==> src/rtl/vga_fb_arbiter.sv <==
// Framebuffer port arbiter: display reads own the RAM in the active region and
// the pixel writer gets it during blanking. Syncs are delayed to match read latency.
module vga_fb_arbiter #(
  parameter int H_ACTIVE = 640,
  parameter int V_ACTIVE = 480,
  parameter int DATA_W   = 3,
  parameter int ADDR_W   = 19
) (
  input  logic              CLK,
  input  logic              RST_N,
  input  logic [9:0]        CountCol,
  input  logic [9:0]        CountRow,
  input  logic              H_Sync_In,
  input  logic              V_Sync_In,
  input  logic              Wr_Valid,
  input  logic [ADDR_W-1:0] Wr_Addr,
  input  logic [DATA_W-1:0] Wr_Data,
  output logic              Wr_Ready,
  output logic              Wr_Err,
  output logic [ADDR_W-1:0] Mem_Addr,
  output logic              Mem_We,
  output logic [DATA_W-1:0] Mem_WData,
  input  logic [DATA_W-1:0] Mem_RData,
  output logic [DATA_W-1:0] Pix_Data,
  output logic              H_Sync_Out,
  output logic              V_Sync_Out,
  output logic              Frame_Start,
  output logic              Dbg_State
);

  localparam logic [0:0] S_BLANK = 1'b0;
  localparam logic [0:0] S_DISP  = 1'b1;

  localparam logic [9:0]        H_LIM   = 10'(H_ACTIVE);
  localparam logic [9:0]        V_LIM   = 10'(V_ACTIVE);
  localparam logic [ADDR_W-1:0] FB_SIZE = ADDR_W'(H_ACTIVE * V_ACTIVE);

  logic              active;
  logic              wr_fire;
  logic              wr_in_range;
  logic [ADDR_W-1:0] disp_addr;
  logic [0:0]        state;
  logic [0:0]        state_nxt;
  logic              own_d1;
  logic [2:0]        hs_d;
  logic [2:0]        vs_d;

  assign active = (CountCol < H_LIM) && (CountRow < V_LIM);

  // Handshake: a write transfers in any cycle where Wr_Valid && Wr_Ready. Wr_Ready
  // depends only on the counters and reset, so a writer caught by the active region
  // simply keeps Wr_Valid/Wr_Addr/Wr_Data stable until blanking comes back.
  assign Wr_Ready    = RST_N && !active;
  assign wr_fire     = Wr_Valid && Wr_Ready;
  assign wr_in_range = Wr_Addr < FB_SIZE;

  assign disp_addr = ADDR_W'(CountRow) * ADDR_W'(H_ACTIVE) + ADDR_W'(CountCol);
  assign state_nxt = active ? S_DISP : S_BLANK;
  assign Dbg_State = state[0];

  assign H_Sync_Out = hs_d[2];
  assign V_Sync_Out = vs_d[2];

  // Ownership tag pipeline: state (t+1) -> own_d1 (t+2) -> gates Pix_Data at t+3.
  always_ff @(posedge CLK or negedge RST_N) begin
    if (!RST_N) begin
      state       <= S_BLANK;
      own_d1      <= 1'b0;
      Pix_Data    <= '0;
      hs_d        <= 3'b111;
      vs_d        <= 3'b111;
      Frame_Start <= 1'b0;
    end else begin
      state       <= state_nxt;
      own_d1      <= (state == S_DISP);
      Pix_Data    <= own_d1 ? Mem_RData : '0;
      hs_d        <= {hs_d[1:0], H_Sync_In};
      vs_d        <= {vs_d[1:0], V_Sync_In};
      Frame_Start <= (CountCol == 10'd0) && (CountRow == 10'd0);
    end
  end

  // RAM port: display read wins outright; an out-of-range write is consumed but dropped.
  always_ff @(posedge CLK or negedge RST_N) begin
    if (!RST_N) begin
      Mem_Addr  <= '0;
      Mem_We    <= 1'b0;
      Mem_WData <= '0;
      Wr_Err    <= 1'b0;
    end else begin
      Mem_We <= 1'b0;
      Wr_Err <= 1'b0;
      if (active) begin
        Mem_Addr <= disp_addr;
      end else if (wr_fire) begin
        if (wr_in_range) begin
          Mem_Addr  <= Wr_Addr;
          Mem_WData <= Wr_Data;
          Mem_We    <= 1'b1;
        end else begin
          Wr_Err <= 1'b1;
        end
      end
    end
  end

endmodule

==> config.mk <==
export PLATFORM = sky130hd
export DESIGN_NAME = vga_fb_arbiter
export DESIGN_NICKNAME = d
export VERILOG_FILES = /design/src/rtl/vga_fb_arbiter.sv
export SDC_FILE = /design/constraint.sdc
export NUM_CORES = 1
export LEC_CHECK = 0
export ABC_AREA = 1
export CORE_MARGIN = 8
export CORE_UTILIZATION = 62
export CTS_BUF_LIST = sky130_fd_sc_hd__clkbuf_8
export DETAILED_ROUTE_END_ITERATION = 10
export DONT_BUFFER_PORTS = 1
export PLACE_DENSITY = 0.87
export SKIP_LAST_GASP = 1
export SYNTH_ARGS = -nofsm -noshare
export SYNTH_HDL_FRONTEND = slang
export SYNTH_SLANG_ARGS = --single-unit
==> constraint.sdc <==
create_clock -name CLK -period 2.6 [get_ports CLK]
set_clock_uncertainty 0.2 [all_clocks]
set_input_delay 0.39 -clock CLK [delete_from_list [all_inputs] [get_ports CLK]]
set_output_delay 0.39 -clock CLK [all_outputs]
set_load 0.1 [all_outputs]
==> results.py, run 1 <==
metrics = {
    "logic_synthesis": {
        "synth-compound-area-share": 0.06731,
        "ys_seq_area_frac": 0.3910,
        "synth_fa_ha_area_frac": 0.1195,
        "synth_edf_count": 0,
        "synth_area_um2": 2323,
        "ys_warn_count": 0,
        "netlist_instances": 299,
        "synth_cell_types": 32,
        "syn_avg_cell_area_um2": 7.771,
        "synthFlopType": "dfrtp_1",
        "synth_common_cells": "nand2_1 (90), inv_1 (33), nand3_1 (31)",
        "ys_ff_latch": 36,
        "synth_top_cell_area_share": 0.3231,
        "synth_most_common_cell": "nand2_1",
        "synth_xor_area_frac": 0.003770,
        "synth_top_family_by_area": "simple AND/OR/NAND/NOR gates",
        "ys_async_sr_fraction": 1.000,
        "synthTopCellsByArea": "dfrtp_1 (32%), nand2_1 (15%), ha_1 (10%)",
        "syn_nets": 370,
        "synth-simple-area-share": 0.3441,
        "yosysTopAreaCell": "dfrtp_1",
        "muxShareOfSynthArea": 0,
    },
    "global_route": {
        "antenna_found_initial": 0,
        "grt_usage": 0.2189,
        "grt_first_pass_wirelength_um": 10580,
        "grt_max_degree": 37,
        "grt.overflow.total": 0,
        "grt_pass1_vias": 2171,
    },
    "sta": {
        "drv_slew": 0,
        "tightest_slew_ns": 0.9125,
        "fin_ws_ns": 0.2812,
        "setup_viol": 0,
        "fin_setup_tns_ns": 0,
        "grt_setup_unrepaired": "false",
        "layout_min_cycle_time_ns": 2.319,
        "relSlewSlack": 0.3916,
        "fmax_mhz": 431.3,
        "post-route-period-util": 0.8918,
        "hold_viol": 0,
    },
    "detailed_routing": {
        "drt-pass1-iter-count": 6,
        "wl_met2_um": 3307,
        "via_per_inst": 5.853,
        "dr.max_layer_used": "met4",
        "drcViolationCount": 0,
        "wl_met1_um": 2365,
        "finalWirelength_um": 6557,
        "drt_iter0_markers": 216,
        "vias": 2189,
        "wire_per_inst_um": 17.53,
        "routed-wl-met3_um": 713,
        "antenna_left": 0,
    },
    "floorplan": {
        "rows": 22,
        "die-area_um2": 5962,
        "chipWidth_um": 77.22,
        "num_io_pins": 82,
        "die_h_um": 77.22,
        "core_area_um2": 3633,
        "start_util": 0.6395,
    },
    "final_layout": {
        "layout-drive-gt1-share": 0.1564,
        "diodes": 0,
        "layout.nets": 396,
        "area_delta_synth_final_pct": 13.73,
        "fill_cells": 266,
    },
    "placed_design": {
        "numPortBuffers": 0,
        "place_ws_ns": -0.006669,
        "hpwlAfterDp_um": 5047,
        "gp_congestion": 0.8506,
    },
    "power_and_ir_drop": {
        "p_leak_nw": 1.391,
        "peakVddDrop_uv": 343.1,
        "power_per_cell_area_nw_per_um2": 820.0,
        "total_power_mw": 2.167,
    },
    "clock_network": {
        "clkTransAtPathRegs_ns": 0.07,
        "cts_sinks": 36,
        "cts_tree": "yes",
        "clockBufferDepth": 2,
        "worstSkewPairLatency_ns": 0.29,
        "cts_buffers": 5,
        "h-tree-depth": 2,
        "root_buffer": "clkbuf_8",
    },
    "worst_setup_path": {
        "worstSetupPathType": "input pin to flop",
        "crit_arrival_ns": 2.30,
        "cp.required_ns": 2.58,
        "cp_max_fo": 4,
        "cp-start-kind": "input pin",
        "setup.worst_path.end_class": "flop",
    },
    "outcome": {
        "status": "complete, no violations",
    },
    "run": {
        "maxCapViolCount": 0,
    },
    "min_path": {
        "min_path_type": "input pin to flop",
    },
}
-- final cells by class --
class / instances / area, µm² / area share
well taps: 48 / 60.06 / 0.02273
flip-flops and latches: 36 / 908.4 / 0.3438
repair buffers: 24 / 207.7 / 0.07860
multi-input cells: 223 / 1242 / 0.4702
clock buffers: 6 / 82.58 / 0.03125
inverters: 35 / 131.4 / 0.04972
clock inverters: 2 / 10.01 / 0.003788
-- path summary, 6_finish.rpt --
path,from,end,slack (ns),depth (start not counted)
min,Mem_RData[2],Pix_Data[2],0.004,2
max,CountRow[1],Mem_Addr[18],0.28,12
min in group asynchronous,RST_N,Mem_Addr[3],0.35,2
min reg2reg,vs_d[0],vs_d[1],0.16,0
max reg2reg,Mem_WData[1],Mem_WData[1],1.05,3
max in group asynchronous,RST_N,vs_d[2],1.60,2
-- what timing repair did --
| action | 4_1_cts | 5_1_grt |
|---|---|---|
| gates resized for setup | 0 | 0 |
| hold buffers | 7 | 0 |
| setup buffers | 0 | 0 |
| endpoints found under the hold margin | 40 | 0 |
-- where the power goes --
part / total [mW] / switching (mW) / internal, mW
Combinational: 0.813 / 0.605 / 0.208
Sequential: 0.944 / 0.306 / 0.638
Clock: 0.410 / 0.199 / 0.211
Total: 2.17 / 1.11 / 1.06
-- routing by layer --
layer	global-route usage	vias to the layer above
met2	0.3858	131
met1	0.2301	1010
met3	0.06760	18
met4	0.1057	0
met5	0	-
li1	-	1030
-- cell usage in the layout (no fill, tap or decap) --
cell type       n
nor2_4          4
nand3_2         4
dlygate4sd3_1   6
nand4_1         2
o21ai_0         4
inv_1          33
o21ai_1         2
buf_4          17
nand3b_1        1
xor2_1          1
a22oi_1         1
buf_12          1
dfstp_2         6
nor3_1          2
a21oi_1         6
ha_1           19
inv_2           2
o311ai_1        1
o21a_1          1
nand2_1        90
fa_1            2
a21boi_1        1
nor2_2          4
nand2_2         4
nand3_1        31
o211ai_1        2
dfrtp_1        30
clkinv_2        2
o22ai_1         8
nor2_1         26
clkbuf_8        6
and3_1          1
or2_2           1
nor4_1          5
-- per-stage QoR --
step	utilization	cells	hold slack, ns	cell area (µm²)
2_1_floorplan	-	299	-0.1056	2323
3_3_place_gp	0.6798	359	-0.1046	2470
3_5_place_dp	0.6798	359	-0.1044	2470
4_1_cts	0.7273	374	0.0009841	2643
5_1_grt	0.7273	374	0.003464	2643
6_report	0.7273	374	0.003747	2643
-- critical path, cell delays in order --
cell	delay (ns)
ha_1	0.29
ha_1	0.25
fa_1	0.52
nand2_1	0.11
inv_1	0.11
nand3_2	0.10
nor2_2	0.13
nand2_2	0.09
nor2_4	0.10
nand3_1	0.08
nand3_1	0.08
nand2_1	0.05
-- sequential cells by signal, summed over array words and instances (netlist names) --
register	count
Mem_Addr	19
Mem_WData	3
Pix_Data	3
hs_d	3
vs_d	3
Dbg_State	1
Frame_Start	1
Mem_We	1
Wr_Err	1
own_d1	1
-- logic make-up after synthesis --
kind of cell    Yosys count
fa+ha+maj                21
buf+inv                  40
xor+xnor                  1
simple gates            175
compound gates           26
flops                    36
Power figures use the tool's default switching activity.
==> run 2, diff against run 1 <==
Settings changed: CAP_MARGIN from default to 20, CORE_ASPECT_RATIO from default to 0.6.
==> run 2 against run 1 <==
Total power rose by 2.3%; first-iteration DRC count fell by 44%; fmax rose by 0.44%; critical path depth did not move; sequential power fell by 2.8%; core utilization rose by 1.1 points; worst hold slack improved by 0.018 ns; sequential share of layout area fell by 0.54 points; highest routed layer unchanged.
==> results.py, run 2 (same netlist as run 1, synthesis figures left out) <==
metrics = {
    "outcome": {
        "status": "complete, no violations",
    },
    "worst_setup_path": {
        "r2r-start": "Mem_Addr[7]",
        "setup.worst_path.end_class": "flop",
        "cpMaxStageDelayCell": "fa_1",
        "cp-start-kind": "input pin",
        "worstSetupPathType": "input pin to flop",
        "crit_chain": "ha_1 -> ha_1 -> fa_1 -> nand2_1 -> inv_1 -> nand3_2 -> nor2_2 -> nand2_2 -> nor2_4 -> nand3_1 -> nand3_1 -> nand2_1",
        "max_stage_delay_ns": 0.53,
        "cp.required_ns": 2.58,
        "r2r_end": "Mem_Addr[7]",
        "cp_max_fo": 4,
        "crit_family": "adder cells",
        "rr_worst_depth": 2,
        "ff2ff_setup_slack_ns": 1.08,
        "cp.buffers_inverters": 1,
        "crit_arrival_ns": 2.28,
    },
    "global_route": {
        "grt_max_degree": 37,
        "grt_first_pass_wirelength_um": 9453,
        "antenna_found_initial": 0,
        "grt_pass1_vias": 1976,
        "grt_usage": 0.1985,
        "grt.overflow.total": 0,
    },
    "final_layout": {
        "layout-drive-gt1-share": 0.1611,
        "post-route-util": 0.7382,
        "seq_area_um2": 908.4,
        "top_register": "Mem_Addr",
        "area_delta_synth_final_pct": 15.56,
        "final_common_cell": "nand2_1",
        "largest_register_ffs": 19,
        "layout.nets": 399,
        "multi_input_area_um2": 1242,
        "diodes": 0,
        "final_cell_mix": "nand2_1 (90), inv_1 (33), nand3_1 (31), dfrtp_1 (30), nor2_1 (26)",
        "fill_cells": 274,
    },
    "power_and_ir_drop": {
        "p_sw_frac": 0.4920,
        "p_int_mw": 1.126,
        "clkPwrFrac": 0.217,
        "peakVddDrop_uv": 638.5,
        "switching_power_mw": 1.090,
        "p_seq_frac": 0.414,
        "total_power_mw": 2.216,
        "combPwrFrac": 0.369,
        "power_per_cell_area_nw_per_um2": 825.4,
        "p_leak_nw": 1.409,
    },
    "detailed_routing": {
        "wl_met2_um": 2502,
        "drt_iter0_markers": 121,
        "drt-pass1-iter-count": 4,
        "finalWirelength_um": 5942,
        "dr.max_layer_used": "met4",
        "antenna_left": 0,
        "wl_met1_um": 2522,
        "vias": 2116,
        "wire_per_inst_um": 15.80,
        "via_per_inst": 5.628,
        "drcViolationCount": 0,
        "routed-wl-met3_um": 864,
    },
    "clock_network": {
        "worstSkewPairLatency_ns": 0.28,
        "clkTransAtPathRegs_ns": 0.07,
        "cts_sinks": 36,
        "cts_buffers": 5,
        "cts_setup_buffers": 0,
        "h-tree-depth": 2,
        "cts_tree": "yes",
        "clockBufferDepth": 2,
        "root_buffer": "clkbuf_8",
        "ctsResizeCount": 0,
        "hold_buffers": 6,
    },
    "sta": {
        "grt_setup_unrepaired": "false",
        "tightest_slew_ns": 0.9109,
        "post-route-period-util": 0.8879,
        "relSlewSlack": 0.3927,
        "layout_min_cycle_time_ns": 2.309,
        "hold_viol": 0,
        "drv_slew": 0,
        "fmax_mhz": 433.2,
        "setup_viol": 0,
    },
    "floorplan": {
        "num_io_pins": 82,
        "chipWidth_um": 95.03,
        "start_util": 0.6388,
        "core_area_um2": 3637,
        "rows": 17,
        "die_h_um": 63.42,
        "die-area_um2": 6027,
    },
    "min_path": {
        "min_path_type": "input pin to flop",
        "min-delay-start": "Wr_Data[1]",
        "worstHoldPathCells": 2,
        "whs_endpoint": "Mem_WData[1]",
    },
    "placed_design": {
        "hpwlAfterDp_um": 4714,
        "numPortBuffers": 0,
        "gp_congestion": 0.9102,
    },
    "run": {
        "maxCapViolCount": 0,
    },
}
[run 2: final cells by class]
type	count	area share
timing repair buffer	27	0.08667
tap	47	0.02190
clock buffer	5	0.02563
sequential	36	0.3383
inverter	35	0.04893
clock inverter	3	0.01584
multi-input combinational	223	0.4627
[run 2: power by group through the flow]
stage	combinational [mW]	sequential, mW	clock (mW)
floorplan	0.315	1.25	0
global placement	0.780	0.927	0
detailed placement	0.794	0.929	0
CTS	0.815	0.919	0.492
global route	0.880	0.927	0.519
finish	0.817	0.918	0.481
[run 2: through the flow]
| stage | hold slack, ns | instances | TNS (ns) | area, µm² | setup slack [ns] |
|---|---|---|---|---|---|
| global placement | -0.1046 | 360 | 0 | 2484 | 0.07162 |
| global route | 0.02501 | 376 | 0 | 2685 | 0.1242 |
| CTS | 0.001350 | 374 | 0 | 2665 | 0.3115 |
| detailed placement | -0.1046 | 360 | -0.008087 | 2484 | -0.008087 |
| finish | 0.02171 | 376 | 0 | 2685 | 0.2914 |
| floorplan | -0.1056 | 299 | 0 | 2323 | 0.1390 |
[run 2: how the worst max path moves through the flow]
stage / start / cells past startpoint / to / slack, ns
2_1_floorplan: CountRow[1] / 12 / Mem_Addr[18] / 0.14
3_3_place_gp: CountRow[1] / 12 / Mem_Addr[18] / 0.07
3_5_place_dp: CountRow[1] / 12 / Mem_Addr[18] / -0.008
4_1_cts: CountRow[1] / 12 / Mem_Addr[18] / 0.31
5_1_grt: CountRow[1] / 15 / Mem_Addr[17] / 0.12
6_report: CountRow[1] / 12 / Mem_Addr[18] / 0.29
[run 2: metal layers]
layer / track usage / up-vias
met3: 0.09811 / 8
met1: 0.2623 / 970
met4: 0.05029 / 0
li1: - / 1035
met5: 0 / -
met2: 0.2789 / 103
[run 2: worst reg2reg max path, stage by stage (launching register included)]
cell,delay (ns)
dfrtp_1,0.94
nor2_1,0.12
nor3_1,0.18
